--- src/rtl/ysyx_040066_dmem_pkg.sv ---
// Shared types and constants for the data-memory bridge.
// Optional bus timeout is enabled with DMEM_TIMEOUT_EN.
package ysyx_040066_dmem_pkg;

    typedef enum logic [2:0] {
        S_IDLE,
        S_RD_A,
        S_RD_D,
        S_WR_AW,
        S_WR_B,
        S_DONE
    } state_e;

    localparam logic [2:0] SZ_B = 3'd0;
    localparam logic [2:0] SZ_H = 3'd1;
    localparam logic [2:0] SZ_W = 3'd2;
    localparam logic [2:0] SZ_D = 3'd3;

    localparam logic [1:0] RESP_OKAY = 2'b00;

    localparam int TIMEOUT_DEF = 255;

    // Low address bits that must be zero for a naturally aligned access.
    function automatic logic [2:0] size_mask(input logic [1:0] sz);
        logic [2:0] m;
        m = 3'b111;
        unique case (sz)
            2'd0: m = 3'b000;
            2'd1: m = 3'b001;
            2'd2: m = 3'b011;
            2'd3: m = 3'b111;
        endcase
        return m;
    endfunction

endpackage

--- src/rtl/ysyx_040066_dmem_chk.sv ---
// Combinational legality check for a core data request.
// Flags conflict, bad size, misalignment and out-of-range address.
module ysyx_040066_dmem_chk
    import ysyx_040066_dmem_pkg::*;
#(
    parameter int ADDR_W = 32
) (
    input  logic        rd_i,
    input  logic        wr_i,
    input  logic [63:0] addr_i,
    input  logic [2:0]  len_i,
    output logic        illegal_o
);

    logic conflict;
    logic bad_size;
    logic misalign;
    logic out_range;

    assign conflict  = rd_i & wr_i;
    assign bad_size  = len_i > SZ_D;
    assign misalign  = !bad_size &&
                       ((addr_i[2:0] & size_mask(len_i[1:0])) != 3'b000);
    assign out_range = (addr_i >> ADDR_W) != 64'd0;

    assign illegal_o = conflict | bad_size | misalign | out_range;

endmodule

--- src/rtl/ysyx_040066_dmem_bridge.sv ---
// Core data port to single-beat AXI4-Lite-style bus bridge.
// Define DMEM_TIMEOUT_EN to bound each bus phase by TIMEOUT cycles.
module ysyx_040066_dmem_bridge
    import ysyx_040066_dmem_pkg::*;
#(
    parameter int ADDR_W  = 32,
    parameter int TIMEOUT = TIMEOUT_DEF
) (
    input  logic              clk,
    input  logic              rst,
    input  logic              MemRd,
    input  logic              MemWr,
    input  logic [63:0]       addr,
    input  logic [2:0]        wr_len,
    input  logic [7:0]        wr_mask,
    input  logic [63:0]       data_Wr,
    output logic [63:0]       data_Rd,
    output logic              data_valid,
    output logic              data_error,
    output logic              ar_valid,
    input  logic              ar_ready,
    output logic [ADDR_W-1:0] ar_addr,
    output logic [2:0]        ar_size,
    input  logic              r_valid,
    output logic              r_ready,
    input  logic [63:0]       r_data,
    input  logic [1:0]        r_resp,
    output logic              aw_valid,
    input  logic              aw_ready,
    output logic [ADDR_W-1:0] aw_addr,
    output logic              w_valid,
    input  logic              w_ready,
    output logic [63:0]       w_data,
    output logic [7:0]        w_strb,
    input  logic              b_valid,
    output logic              b_ready,
    input  logic [1:0]        b_resp
);

    state_e            state_q, state_d;
    logic [ADDR_W-1:0] addr_q, addr_d;
    logic [2:0]        size_q, size_d;
    logic [63:0]       wdata_q, wdata_d;
    logic [7:0]        strb_q, strb_d;
    logic [63:0]       rdata_q, rdata_d;
    logic              ar_valid_q, ar_valid_d;
    logic              r_ready_q, r_ready_d;
    logic              aw_valid_q, aw_valid_d;
    logic              w_valid_q, w_valid_d;
    logic              b_ready_q, b_ready_d;
    logic              aw_sent_q, aw_sent_d;
    logic              w_sent_q, w_sent_d;
    logic              dv_q, dv_d;
    logic              derr_q, derr_d;

    logic illegal;
    logic aw_done;
    logic w_done;
    logic tmo;

    ysyx_040066_dmem_chk #(
        .ADDR_W (ADDR_W)
    ) u_chk (
        .rd_i      (MemRd),
        .wr_i      (MemWr),
        .addr_i    (addr),
        .len_i     (wr_len),
        .illegal_o (illegal)
    );

    assign aw_done = aw_sent_q | (aw_valid_q & aw_ready);
    assign w_done  = w_sent_q | (w_valid_q & w_ready);

`ifdef DMEM_TIMEOUT_EN
    localparam int CNT_W = ($clog2(TIMEOUT + 1) > 8) ?
                           $clog2(TIMEOUT + 1) : 8;

    logic [CNT_W-1:0] cnt_q, cnt_d;
    logic             busy;

    assign busy = (state_q == S_RD_A) || (state_q == S_RD_D) ||
                  (state_q == S_WR_AW) || (state_q == S_WR_B);
    assign tmo  = busy && (cnt_q == CNT_W'(TIMEOUT));

    always_comb begin
        cnt_d = cnt_q;
        if (state_d != state_q) begin
            cnt_d = '0;
        end else if (busy) begin
            cnt_d = cnt_q + 1'b1;
        end
    end

    always_ff @(posedge clk) begin
        if (rst) begin
            cnt_q <= '0;
        end else begin
            cnt_q <= cnt_d;
        end
    end
`else
    assign tmo = 1'b0;
`endif

    always_comb begin
        state_d    = state_q;
        addr_d     = addr_q;
        size_d     = size_q;
        wdata_d    = wdata_q;
        strb_d     = strb_q;
        rdata_d    = rdata_q;
        ar_valid_d = ar_valid_q;
        r_ready_d  = r_ready_q;
        aw_valid_d = aw_valid_q;
        w_valid_d  = w_valid_q;
        b_ready_d  = b_ready_q;
        aw_sent_d  = aw_sent_q;
        w_sent_d   = w_sent_q;
        dv_d       = 1'b0;
        derr_d     = 1'b0;

        unique case (state_q)
            S_IDLE: begin
                if (MemRd || MemWr) begin
                    addr_d  = {addr[ADDR_W-1:3], 3'b000};
                    size_d  = wr_len;
                    wdata_d = data_Wr;
                    strb_d  = wr_mask;
                    if (illegal) begin
                        state_d = S_DONE;
                        dv_d    = 1'b1;
                        derr_d  = 1'b1;
                    end else if (MemRd) begin
                        state_d    = S_RD_A;
                        ar_valid_d = 1'b1;
                    end else begin
                        state_d    = S_WR_AW;
                        aw_valid_d = 1'b1;
                        w_valid_d  = 1'b1;
                        aw_sent_d  = 1'b0;
                        w_sent_d   = 1'b0;
                    end
                end
            end
            S_RD_A: begin
                if (ar_ready) begin
                    state_d    = S_RD_D;
                    ar_valid_d = 1'b0;
                    r_ready_d  = 1'b1;
                end
            end
            S_RD_D: begin
                if (r_valid) begin
                    state_d   = S_DONE;
                    r_ready_d = 1'b0;
                    rdata_d   = r_data;
                    dv_d      = 1'b1;
                    derr_d    = r_resp != RESP_OKAY;
                end
            end
            S_WR_AW: begin
                if (aw_valid_q && aw_ready) begin
                    aw_valid_d = 1'b0;
                    aw_sent_d  = 1'b1;
                end
                if (w_valid_q && w_ready) begin
                    w_valid_d = 1'b0;
                    w_sent_d  = 1'b1;
                end
                if (aw_done && w_done) begin
                    state_d   = S_WR_B;
                    b_ready_d = 1'b1;
                end
            end
            S_WR_B: begin
                if (b_valid) begin
                    state_d   = S_DONE;
                    b_ready_d = 1'b0;
                    dv_d      = 1'b1;
                    derr_d    = b_resp != RESP_OKAY;
                end
            end
            S_DONE: begin
                state_d = S_IDLE;
            end
            default: begin
                state_d = S_IDLE;
            end
        endcase

        // A stuck phase abandons the transaction; late responses are ignored.
        if (tmo) begin
            state_d    = S_DONE;
            ar_valid_d = 1'b0;
            r_ready_d  = 1'b0;
            aw_valid_d = 1'b0;
            w_valid_d  = 1'b0;
            b_ready_d  = 1'b0;
            dv_d       = 1'b1;
            derr_d     = 1'b1;
        end
    end

    always_ff @(posedge clk) begin
        if (rst) begin
            state_q    <= S_IDLE;
            addr_q     <= '0;
            size_q     <= '0;
            wdata_q    <= '0;
            strb_q     <= '0;
            rdata_q    <= '0;
            ar_valid_q <= 1'b0;
            r_ready_q  <= 1'b0;
            aw_valid_q <= 1'b0;
            w_valid_q  <= 1'b0;
            b_ready_q  <= 1'b0;
            aw_sent_q  <= 1'b0;
            w_sent_q   <= 1'b0;
            dv_q       <= 1'b0;
            derr_q     <= 1'b0;
        end else begin
            state_q    <= state_d;
            addr_q     <= addr_d;
            size_q     <= size_d;
            wdata_q    <= wdata_d;
            strb_q     <= strb_d;
            rdata_q    <= rdata_d;
            ar_valid_q <= ar_valid_d;
            r_ready_q  <= r_ready_d;
            aw_valid_q <= aw_valid_d;
            w_valid_q  <= w_valid_d;
            b_ready_q  <= b_ready_d;
            aw_sent_q  <= aw_sent_d;
            w_sent_q   <= w_sent_d;
            dv_q       <= dv_d;
            derr_q     <= derr_d;
        end
    end

    assign data_Rd    = rdata_q;
    assign data_valid = dv_q;
    assign data_error = derr_q;
    assign ar_valid   = ar_valid_q;
    assign ar_addr    = addr_q;
    assign ar_size    = size_q;
    assign r_ready    = r_ready_q;
    assign aw_valid   = aw_valid_q;
    assign aw_addr    = addr_q;
    assign w_valid    = w_valid_q;
    assign w_data     = wdata_q;
    assign w_strb     = strb_q;
    assign b_ready    = b_ready_q;

endmodule

--- config.mk ---
export PLATFORM = sky130hd
export DESIGN_NAME = ysyx_040066_dmem_bridge
export DESIGN_NICKNAME = d
export VERILOG_FILES = /design/src/rtl/ysyx_040066_dmem_pkg.sv /design/src/rtl/ysyx_040066_dmem_chk.sv /design/src/rtl/ysyx_040066_dmem_bridge.sv
export SDC_FILE = /design/constraint.sdc
export NUM_CORES = 1
export LEC_CHECK = 0
export CAP_MARGIN = 20
export CORE_AREA = 8 8 160 162
export CTS_CLUSTER_DIAMETER = 60
export DETAILED_ROUTE_END_ITERATION = 8
export DIE_AREA = 0 0 168 170
export HOLD_SLACK_MARGIN = 0.15
export PLACE_DENSITY = 0.7
export SLEW_MARGIN = 25
export SYNTH_ARGS = -nofsm -noshare
export SYNTH_HDL_FRONTEND = slang
export SYNTH_HIERARCHICAL = 1
export SYNTH_SLANG_ARGS = --single-unit
--- constraint.sdc ---
create_clock -name clk -period 3.8 [get_ports clk]
set_clock_uncertainty 0.05 [all_clocks]
set_input_delay 1.14 -clock clk [delete_from_list [all_inputs] [get_ports clk]]
set_output_delay 1.14 -clock clk [all_outputs]
set_load 0.03 [all_outputs]
=== After elaboration in Yosys (flattened, before gate mapping) ===
Index checks and enable logic that the tools add are counted.

* Output and inout bits: 210
* Word-level logic and storage cells: 108
* Register bits: 180
* Bits of input ports: 216

* Equality and inequality tests: 17
* Reduce and logical (&&, ||, !) cells: 24
* Muxes and demuxes: 42
* Order comparisons: 1
* Bitwise logic cells: 9

{| class="wikitable"
|+ Operator list
! operator !! number
|-
| 64-bit nonzero test || 1
|-
| 1-bit two-way mux || 24
|-
| 2-bit != test, second input constant || 10
|-
| 5-bit AND reduction || 4
|-
| 3-bit two-way mux || 6
|-
| 3-bit case mux with 5 select lines || 1
|-
| 1-bit case mux with 2 select lines || 7
|-
| 3-bit case mux with 4 select lines || 1
|-
| 2-bit nonzero test || 6
|-
| 3-bit by 2-bit equality test with 1-bit output, second input constant || 2
|-
| 1-bit case mux with 3 select lines || 2
|-
| 3-bit AND reduction || 2
|-
| 1-bit OR || 5
|-
| 2-bit equality test, second input constant || 2
|-
| 1-bit logical AND || 4
|-
| 2-bit AND reduction || 2
|-
| 1-bit bitwise AND || 3
|-
| 3-bit bitwise AND || 1
|-
| 3-bit by 1-bit equality test with 1-bit output, second input constant || 1
|-
| 3-bit equality test, second input constant || 1
|-
| 3-bit by 2-bit greater-than comparator with 1-bit output, second input constant || 1
|-
| 3-bit logical NOT || 1
|-
| 3-bit nonzero test || 1
|-
| 2-bit by 1-bit equality test with 1-bit output, second input constant || 1
|-
| 4 further kinds || 4
|}

=== Depth between registers and ports, before layout ===
* Depth after elaboration: 10
* Depth in mapped cells: 8
* Gate-level depth less buffers: 7

=== Hierarchy ===
Netlist, hierarchy kept.

{| class="wikitable"
|+ Modules (own cells, without submodules)
! module !! cells each !! seq. area each (um^2) !! times used !! area each (um^2)
|-
| ysyx_040066_dmem_bridge || 845 || 3603.5 || 1 || 6651.4
|-
| ysyx_040066_dmem_chk || 16 || 0.0 || 1 || 108.9
|}

=== Worst setup path before layout ===
Ideal clock, no wire load.

* Path type: input-to-reg
* Start point: in addr[55]
* End point: reg aw_sent_q
* Arrival time: 2.547 ns
* Setup slack: 1.112 ns
* Setup time: 0.091 ns
* Stages: 7
* Path buffers: 0
* Cell sequence: nor4_2 > nand4_1 > or3_1 > nor2_1 > a31o_2 > a31oi_1 > a311oi_1

* Word-level cells in the longest chain between the ends: 4

{| class="wikitable"
|+ RTL lines
! element !! RTL line !! text
|-
| from (decl) || ysyx_040066_dmem_bridge.sv:13 || <nowiki>input logic [63:0] addr,</nowiki>
|-
| 64-bit nonzero test || ysyx_040066_dmem_chk.sv:24 || <nowiki>assign out_range = (addr_i >> ADDR_W) != 64'd0;</nowiki>
|-
| 1-bit OR || ysyx_040066_dmem_chk.sv:26 || <nowiki>assign illegal_o = conflict | bad_size | misalign | out_range;</nowiki>
|-
| net illegal || ysyx_040066_dmem_bridge.sv:56 || <nowiki>logic illegal;</nowiki>
|-
| 2-bit != test (no line) || n/a ||
|-
| 5-bit AND reduction (no line) || n/a ||
|-
| to (signal assigned) || ysyx_040066_dmem_bridge.sv:233 || <nowiki>aw_sent_q <= aw_sent_d;</nowiki>
|-
| to (decl) || ysyx_040066_dmem_bridge.sv:51 || <nowiki>logic aw_sent_q, aw_sent_d;</nowiki>
|}

The timed path passes the listed nets, and every way through them passes these cells.
A chain may end at the register's enable or synchronous reset.

=== Final worst setup path ===
* Start point: in wr_len[1]
* End point: reg aw_sent_q

* Word-level cells in the longest chain between the ends: 9
* Elaborated cells between the ends (all ways): 15
* Classes of those cells: 1 x order compare; 4 x eq/ne; 1 x mux; 4 x bitwise; 5 x reduce/logical

{| class="wikitable"
|+ RTL lines
! element !! RTL line !! text
|-
| from (decl) || ysyx_040066_dmem_bridge.sv:14 || <nowiki>input logic [2:0] wr_len,</nowiki>
|-
| 2-bit equality test (tied with other cells) || ysyx_040066_dmem_pkg.sv:27 || <nowiki>unique case (sz)</nowiki>
|-
| 3-bit case mux with 4 select lines || ysyx_040066_dmem_pkg.sv:27 ||
|-
| 3-bit bitwise AND || ysyx_040066_dmem_chk.sv:23 || <nowiki>((addr_i[2:0] & size_mask(len_i[1:0])) != 3'b000);</nowiki>
|-
| 3-bit nonzero test || ysyx_040066_dmem_chk.sv:23 ||
|-
| 1-bit logical AND || ysyx_040066_dmem_chk.sv:22 || <nowiki>assign misalign = !bad_size &&</nowiki>
|-
| 1-bit OR (*) (2 in series) || ysyx_040066_dmem_chk.sv:26 ||
|-
| net illegal || ysyx_040066_dmem_bridge.sv:56 ||
|-
| 2-bit != test (no line) (*) || n/a ||
|-
| 5-bit AND reduction (no line) (*) || n/a ||
|}

The timed path passes the listed nets; every way through them passes the cells marked *.

==> metrics.csv <==
metric;value;unit
outcome;complete, no violations;
post-dp-hpwl;20500;um
grt_pass1_wl;40400;um
syn_area_per_cell;7.85;um^2
vias;7003;
seqCellArea;3600;um^2
fp.dieH;170;um
synth_edf_count;0;
required;4.08;ns
initial_utilization;0.293;
antenna_found_initial;1;
slew_violations;0;
drive_above_1_share;0.0438;
num-nets-final;1438;
arrival;3.47;ns
start_kind;input pin;
end_kind;flip-flop;
cp-startpoint;wr_len[1];
grt_pass1_vias;7012;
cts_resized;0;
setup_tns;0;ns
cts_tree;done;
r2r_start;state_q[1];
multi_input_area;2620;um^2
cap_violations;0;
clkLatencyLatePin;0.41;ns
rsz0062_at_grt;no;
numPortBuffers;419;
final_cell_mix;clkdlybuf4s50_1 (418), nand2_1 (342), dfxtp_1 (180);
worst_slew_pin_slew;0.657;ns
drt-total-wl;27200;um
grtUsageTotal;0.181;
slowest_stage;clkdlybuf4s50_1;
cp_slowest_stage_delay;0.48;ns
wl_per_cell;17.8;um
finalSetupViolations;0;
die_w;168;um
grt_remaining_overflow;0;
ir_drop;289;uV
critPathKind;in2reg;
ys.flop_type;dfxtp_1;
powerDensity;635;nW/um^2
ys_seq_elements;180;
wl_met1;11000;um
async_reset_ff_frac;0;
coreArea;23100;um^2
finalHoldViolCount;0;
cts_inserted_buffers;17;
ys_seq_area_frac;0.533;
netlist_instances;861;
synth.distinct_cells;39;
die_area;28600;um^2
slew_headroom;0.561;
dr.pass1.iters;5;
grt_max_degree;105;
drc;0;
cp_max_fo;4;
gp_congestion;0.820;
fillerInstances;2210;
max_freq;313;MHz
row_count;56;
cts_root_buf;clkbuf_16;
hp-class;reg2reg;
clockBufferDepth;2;
post-cts-setup-buffer-count;0;
finish.utilization;0.501;
leakage;4.12;nW
yosys_warnings;6;
ios;426;
htree_num_levels;4;
fin_crit;3.19;ns
final_common_cell;clkdlybuf4s50_1;
period_share;0.841;
p_total;7.34;mW
ant_nets;0;
fin_hold_ws;0.402;ns
worstPathCellList;clkdlybuf4s50_1 > o21ai_0 > buf_4 > nand4_1 > or3_1 > nor2_1 > a31o_2 > a31oi_1 > a311oi_1;
syn2layout_area_growth;71.0;%
drt-vias-per-instance;4.60;
cts.hold.buffers_added;0;
cts.sinks;180;
final-instance-count-excl-fill;1524;
dpl.cell_count;1493;
synthesis.area;6760;um^2
drt_iter0_markers;369;
wl_met3;2660;um
cts.clk_slew.worst_paths;0.07;ns
top_layer;met4;
wl_met2;13100;um
min_from;data_Rd[54];
worst max-delay path: cells and delay by family:
family                 cells  cell delay (ns)
AOI/OAI and AO/OA          4             0.89
and+or+nand+nor            3             0.78
buffers and inverters      2             0.67
through the flow:
step	area (um^2)	setup slack, ns
finish	11600	0.606
global route	11600	0.485
CTS	11600	0.491
detailed placement	10900	0.0658
global placement	10900	0.132
floorplan	6780	1.11
registers in the layout, summed over array words and instances, names as in the netlist, 3 cells and up:
signal	cells
state_q	3
ar_size	3
w_data	64
data_Rd	64
w_strb	8
ar_addr	29
area by class of cell:
type                       instances  area share
antenna                            1    0.000216
clock buffer                      18      0.0380
clock inverter                    12      0.0146
inverter                           4     0.00130
multi-input combinational        586       0.226
sequential                       180       0.312
tap                              290      0.0314
timing repair buffer             433       0.376
per-layer routing:
layer,GRT usage,vias to the layer above
met2,0.312,303
met1,0.201,3199
li1,-,3482
met3,0.0769,19
met5,0,-
met4,0.0509,0
worst paths after layout:
path / to / slack [ns] / depth (start not counted)
min: data_Rd[54] / 0.40 / 2
max reg2reg: data_Rd[9] / 1.81 / 4
max: aw_sent_q / 0.61 / 9
min reg2reg: data_Rd[54] / 0.40 / 2
report_power, final:
part | leakage (nW) | switching [mW] | internal [mW] | total (mW)
sequential | 1.47 | 0.227 | 2.23 | 2.45
clock | 0.292 | 0.786 | 1.06 | 1.85
combinational | 2.36 | 1.84 | 1.19 | 3.03
cell usage after synthesis, types with 2 or more instances:
cell / instances / area (um^2)
nand3_1: 6 / 30.0
nand2_1: 342 / 1280
dfxtp_1: 180 / 3600
nor3_1: 5 / 25.0
a31oi_1: 5 / 31.3
nand4_1: 3 / 18.8
and3_1: 2 / 12.5
nor2b_1: 2 / 12.5
nor4_1: 5 / 31.3
o21ai_0: 6 / 30.0
inv_1: 4 / 15.0
buf_6: 6 / 67.6
clkbuf_1: 31 / 116
a21oi_1: 176 / 881
o211ai_1: 2 / 15.0
buf_4: 36 / 270
nor4_2: 2 / 25.0
buf_2: 22 / 110
nor2_1: 6 / 22.5
kinds of logic (layout without fill, tap and decap cells):
family	after synthesis	after routing	synth area share
muxes	2	2	0.00315
buffers and inverters	100	467	0.0862
other	1	7	0.000555
DFF	180	180	0.533
AOI/OAI and AO/OA	199	199	0.153
and+or+nand+nor	379	379	0.224
(Power assumes the default switching activity.)
